[src/rtl/ysyx_23060201_ifu_pkg.sv]
// Shared definitions for the instruction fetch unit: reset PC and FSM state encoding.
// The optional misaligned-dnpc trap is controlled by YSYX_23060201_IFU_MISALIGN_CHK_EN.
package ysyx_23060201_ifu_pkg;

    localparam logic [31:0] YSYX_23060201_RESET_PC = 32'h8000_0000;
    localparam int          YSYX_23060201_XLEN     = 32;

    typedef enum logic [2:0] {
        IFU_FETCH = 3'd0,
        IFU_WAIT  = 3'd1,
        IFU_HOLD  = 3'd2,
        IFU_EXEC  = 3'd3,
        IFU_FAULT = 3'd4
    } ifu_state_e;

    // Clear the two low bits so a loaded PC is always word-aligned.
    function automatic logic [31:0] word_align(input logic [31:0] addr);
        return addr & 32'hFFFF_FFFC;
    endfunction

endpackage

[src/rtl/ysyx_23060201_ifu_pc.sv]
// Architectural PC register: synchronous reset to RESET_PC, loads load_val when load_en.
module ysyx_23060201_ifu_pc
    import ysyx_23060201_ifu_pkg::*;
#(
    parameter int              XLEN     = YSYX_23060201_XLEN,
    parameter logic [XLEN-1:0] RESET_PC = YSYX_23060201_RESET_PC
) (
    input  logic            clk,
    input  logic            rst,
    input  logic            load_en,
    input  logic [XLEN-1:0] load_val,
    output logic [XLEN-1:0] pc
);

    logic [XLEN-1:0] pc_q;
    logic [XLEN-1:0] pc_d;

    always_comb begin
        pc_d = pc_q;
        if (load_en) begin
            pc_d = load_val;
        end
    end

    always_ff @(posedge clk) begin
        if (rst) begin
            pc_q <= RESET_PC;
        end else begin
            pc_q <= pc_d;
        end
    end

    assign pc = pc_q;

endmodule

[src/rtl/ysyx_23060201_ifu.sv]
// Instruction fetch unit: FETCH -> WAIT -> HOLD -> EXEC, one instruction in flight.
// Define YSYX_23060201_IFU_MISALIGN_CHK_EN to trap misaligned dnpc into a sticky FAULT state.
module ysyx_23060201_ifu
    import ysyx_23060201_ifu_pkg::*;
#(
    parameter int              XLEN     = YSYX_23060201_XLEN,
    parameter logic [XLEN-1:0] RESET_PC = YSYX_23060201_RESET_PC
) (
    input  logic            clk,
    input  logic            rst,
    output logic            imem_req_valid,
    input  logic            imem_req_ready,
    output logic [XLEN-1:0] imem_addr,
    input  logic            imem_rsp_valid,
    input  logic [31:0]     imem_rsp_data,
    output logic            inst_valid,
    input  logic            inst_ready,
    output logic [31:0]     inst,
    output logic [XLEN-1:0] inst_pc,
    input  logic            exu_done,
    input  logic [XLEN-1:0] dnpc,
    output logic [XLEN-1:0] pc,
    output logic            fetch_fault
);

    ifu_state_e      state_q, state_d;
    logic [31:0]     inst_q, inst_d;
    logic [XLEN-1:0] inst_pc_q, inst_pc_d;
    logic            pc_load;
    logic [XLEN-1:0] pc_load_val;
    logic [XLEN-1:0] pc_cur;
    logic            misaligned;

    assign misaligned = (dnpc[1:0] != 2'b00);

    ysyx_23060201_ifu_pc #(
        .XLEN     (XLEN),
        .RESET_PC (RESET_PC)
    ) u_pc (
        .clk      (clk),
        .rst      (rst),
        .load_en  (pc_load),
        .load_val (pc_load_val),
        .pc       (pc_cur)
    );

`ifdef YSYX_23060201_IFU_MISALIGN_CHK_EN
    logic fault_q, fault_d;
`endif

    always_comb begin
        state_d     = state_q;
        inst_d      = inst_q;
        inst_pc_d   = inst_pc_q;
        pc_load     = 1'b0;
`ifdef YSYX_23060201_IFU_MISALIGN_CHK_EN
        pc_load_val = dnpc;
        fault_d     = fault_q;
`else
        // Without the trap a misaligned target is silently rounded down.
        pc_load_val = dnpc & ~{{(XLEN-2){1'b0}}, 2'b11};
`endif
        case (state_q)
            IFU_FETCH: begin
                if (imem_req_ready) begin
                    state_d = IFU_WAIT;
                end
            end
            IFU_WAIT: begin
                if (imem_rsp_valid) begin
                    inst_d    = imem_rsp_data;
                    inst_pc_d = pc_cur;
                    state_d   = IFU_HOLD;
                end
            end
            IFU_HOLD: begin
                if (inst_ready) begin
                    state_d = IFU_EXEC;
                end
            end
            IFU_EXEC: begin
                if (exu_done) begin
`ifdef YSYX_23060201_IFU_MISALIGN_CHK_EN
                    if (misaligned) begin
                        fault_d = 1'b1;
                        state_d = IFU_FAULT;
                    end else begin
                        pc_load = 1'b1;
                        state_d = IFU_FETCH;
                    end
`else
                    pc_load = 1'b1;
                    state_d = IFU_FETCH;
`endif
                end
            end
            IFU_FAULT: begin
                state_d = IFU_FAULT;
            end
            default: begin
                state_d = IFU_FETCH;
            end
        endcase
    end

    always_ff @(posedge clk) begin
        if (rst) begin
            state_q   <= IFU_FETCH;
            inst_q    <= 32'd0;
            inst_pc_q <= '0;
        end else begin
            state_q   <= state_d;
            inst_q    <= inst_d;
            inst_pc_q <= inst_pc_d;
        end
    end

`ifdef YSYX_23060201_IFU_MISALIGN_CHK_EN
    always_ff @(posedge clk) begin
        if (rst) begin
            fault_q <= 1'b0;
        end else begin
            fault_q <= fault_d;
        end
    end
    assign fetch_fault = fault_q;
`else
    assign fetch_fault = 1'b0;
`endif

    // Outputs decode directly from flops, so they carry no combinational input paths.
    assign imem_req_valid = (state_q == IFU_FETCH);
    assign imem_addr      = pc_cur;
    assign inst_valid     = (state_q == IFU_HOLD);
    assign inst           = inst_q;
    assign inst_pc        = inst_pc_q;
    assign pc             = pc_cur;

endmodule

[config.mk]
export PLATFORM = sky130hd
export DESIGN_NAME = ysyx_23060201_ifu
export DESIGN_NICKNAME = d
export VERILOG_FILES = /design/src/rtl/ysyx_23060201_ifu_pkg.sv /design/src/rtl/ysyx_23060201_ifu_pc.sv /design/src/rtl/ysyx_23060201_ifu.sv
export SDC_FILE = /design/constraint.sdc
export NUM_CORES = 1
export LEC_CHECK = 0
export CAP_MARGIN = 30
export CORE_MARGIN = 3
export CORE_UTILIZATION = 35
export DETAILED_ROUTE_END_ITERATION = 16
export HOLD_SLACK_MARGIN = 0.02
export PLACE_DENSITY = 0.66
export SYNTH_ARGS = -nofsm -noshare
export SYNTH_HDL_FRONTEND = slang
export SYNTH_SLANG_ARGS = --single-unit
[constraint.sdc]
create_clock -name clk -period 1.6 [get_ports clk]
set_input_delay 0.48 -clock clk [delete_from_list [all_inputs] [get_ports clk]]
set_output_delay 0.48 -clock clk [all_outputs]
set_load 0.05 [all_outputs]
==> results.sh <==
export IMPL_pin_count=201
export IMPL_dr_pass1_iters=4
export IMPL_die_area_sq_um=13900
export IMPL_grt_overflow=0
export IMPL_fin_crit_ns=1.61
export IMPL_cap_viol_max_count=0
export IMPL_crit_path_top_delay_cell="dfxtp_4"
export IMPL_r2r_start="state_q[2]"
export IMPL_areaGrowthSynthToFinish_pct=78.9
export IMPL_start_util_pct=36.2
export IMPL_status="finished, violations left"
export IMPL_timing_fmax_mhz=623
export IMPL_vias=3311
export IMPL_ys_seq_area_share_pct=43.4
export IMPL_ys_seq_elements=95
export IMPL_p_per_area_nw_per_um2=743
export IMPL_drive_gt1_share_pct=28.1
export IMPL_layout_commonest_cell="nand2b_1"
export IMPL_cts_tree="yes"
export IMPL_power_uw=5830
export IMPL_numCtsBuffers=9
export IMPL_cp_top_family="flip-flops"
export IMPL_grt_max_degree=94
export IMPL_grt_pass1_wl_mm=18.2
export IMPL_period_share_pct=100
export IMPL_slowest_delay_ns=0.37
export IMPL_cp_required_ns=1.12
export IMPL_grt_pass1_vias=3575
export IMPL_vias_per_cell=4.41
export IMPL_rsz0062_at_grt="yes"
export IMPL_die_y_um=118
export IMPL_synth_edff_count=0
export IMPL_coreArea_sq_um=12100
export IMPL_cp_start_kind="flop"
export IMPL_drv_slew=0
export IMPL_synth_cells=425
export IMPL_whs_endpoint="state_q[1]"
export IMPL_setup_tns_final_ns=-0.00642
export IMPL_rows=40
export IMPL_nets=648
export IMPL_finalHoldViolCount=0
export IMPL_drc_errors=0
export IMPL_cp_max_fo=4
export IMPL_synth_top_flop_cell="dfxtp_1"
export IMPL_vdd_drop_max_v=0.000468
export IMPL_whs_path_depth=1
export IMPL_critPathKind="flop to output port"
export IMPL_async_flop_share_pct=0
export IMPL_postRouteAntennaNets=0
export IMPL_violations="negative setup slack"
export IMPL_yosysUniqueCellTypes=20
export IMPL_critPathCaptureType="output port"
export IMPL_die_width_um=118
export IMPL_setup_viol=1
export IMPL_min_path_type="flop to flop"
export IMPL_portBuffers=191
export IMPL_insertion_delay_ns=0.35
export IMPL_cts_sinks=95
export IMPL_clockBufferDepth=2
export IMPL_worstPathArrival_ns=1.13
export IMPL_leakage_uw=0.00305
export IMPL_cp_num_buf_inv=1
export IMPL_antenna_found_initial=1
export IMPL_setup_ws_ns=-0.00642
export IMPL_timing_rr_end="inst[2]"
export IMPL_yosys_warnings=0
export IMPL_hold_start="state_q[2]"
export IMPL_wl_per_cell_um=14.8
export IMPL_cts_hold_buf=0
export IMPL_reg2reg_slack_ns=0.22
export IMPL_cts_root_buf="clkbuf_16"
export IMPL_drt_total_wl_mm=11.1
export IMPL_grt_use_total_pct=16.3
export IMPL_drt_iter0_markers=97
export IMPL_clk_pin_slew_ns=0.06
export IMPL_final_cell_mix="nand2b_1 (153), buf_12 (131), mux2i_1 (93)"
export IMPL_synth_area_sq_um=4390
export IMPL_crit_chain="nor3b_4, buf_12"
export IMPL_stdcell_count=751
export IMPL_dp_cells=733
export IMPL_r2r_cells=4
export IMPL_num_antenna_cells=0
export IMPL_htreeDepth=3
export IMPL_finish_utilization_pct=64.8
export IMPL_skew_ns=0.00328
export IMPL_avgSynthCellArea_sq_um=10.3
export IMPL_dp_hpwl_mm=8.41
export IMPL_routabilityCongestion=0.729
[cell usage after synthesis (2+ instances only)]
library cell  count  area share (%)
buf_2             6            0.68
buf_4            38             6.5
buf_6             9             2.3
clkbuf_1         15             1.3
dfxtp_1          95              43
mux2i_1          93              21
nand2b_1        153              22
nor2_1            2            0.17
nor3_1            2            0.23
nor3b_1           2            0.34
[area by class of cell]
type | instances | area (sq um)
Clock buffer | 14 | 294
Clock inverter | 2 | 35.0
Multi-Input combinational cell | 268 | 2060
Sequential cell | 95 | 1910
Timing Repair Buffer | 204 | 3330
Tap cell | 168 | 210
Fill cell | 957 | 4260
[stage by stage]
step	worst slack, ns	area [sq um]	hold WS (ns)
2_1_floorplan	0.0130	4420	0.518
3_3_place_gp	-0.149	7480	0.495
3_5_place_dp	-0.201	7480	0.503
4_1_cts	-0.0384	7850	0.507
5_1_grt	-0.0565	7850	0.520
6_report	-0.00642	7850	0.503
[cells by family (layout without fill, tap and decap cells)]
logic type	Yosys count	after routing	share of synthesized area, %
other	1	7	0.0855
and+or+nand+nor	164	164	23.7
muxes	94	94	21.5
buffers and inverters	68	220	10.8
DFF	95	95	43.4
AOI/OAI and AO/OA	3	3	0.599
[state kept, by name, indices dropped and copies added, names as in the netlist]
register,flops
inst,32
u_pc.pc,30
inst_pc,30
state_q,3
[power breakdown]
| group | switching [uW] | total [uW] | internal, uW | leakage (uW) |
|---|---|---|---|---|
| registers | 66.3 | 2480 | 2420 | 0.000770 |
| clock network | 888 | 2310 | 1420 | 0.000165 |
| logic | 471 | 1030 | 563 | 0.00211 |
| total | 1420 | 5830 | 4400 | 0.00305 |
[repair_timing]
action	CTS	global route
setup buffers	2	0
setup endpoints to repair	2	1
pin swaps	2	0
endpoints found under the hold margin	0	0
resized for setup	7	1
[per-layer routing]
| layer | vias up | part of all wire, % | track usage, % |
|---|---|---|---|
| met2 | 120 | 48 | 27.5 |
| met5 | - | 0.063 | 0 |
| li1 | 1644 | - | - |
| met3 | 20 | 9.9 | 7.69 |
| met4 | 2 | 2.1 | 6.01 |
| met1 | 1525 | 39 | 17.8 |
[worst max-delay path by stage]
stage | start | endpoint | cells past startpoint
global placement | exu_done | u_pc.pc[22] | 4
finish | state_q[0] | inst_valid | 2
floorplan | state_q[2] | inst_valid | 2
global route | state_q[0] | inst_valid | 2
CTS | state_q[0] | inst_valid | 2
detailed placement | exu_done | u_pc.pc[24] | 4
[worst reg2reg max path, delay by kind of cell (launching register included)]
| family | cells | cell delay [ns] |
|---|---|---|
| flops | 1 | 0.38 |
| simple gates | 1 | 0.36 |
| buf+inv | 2 | 0.35 |
| mux | 1 | 0.22 |
Power figures use the tool's default switching activity.
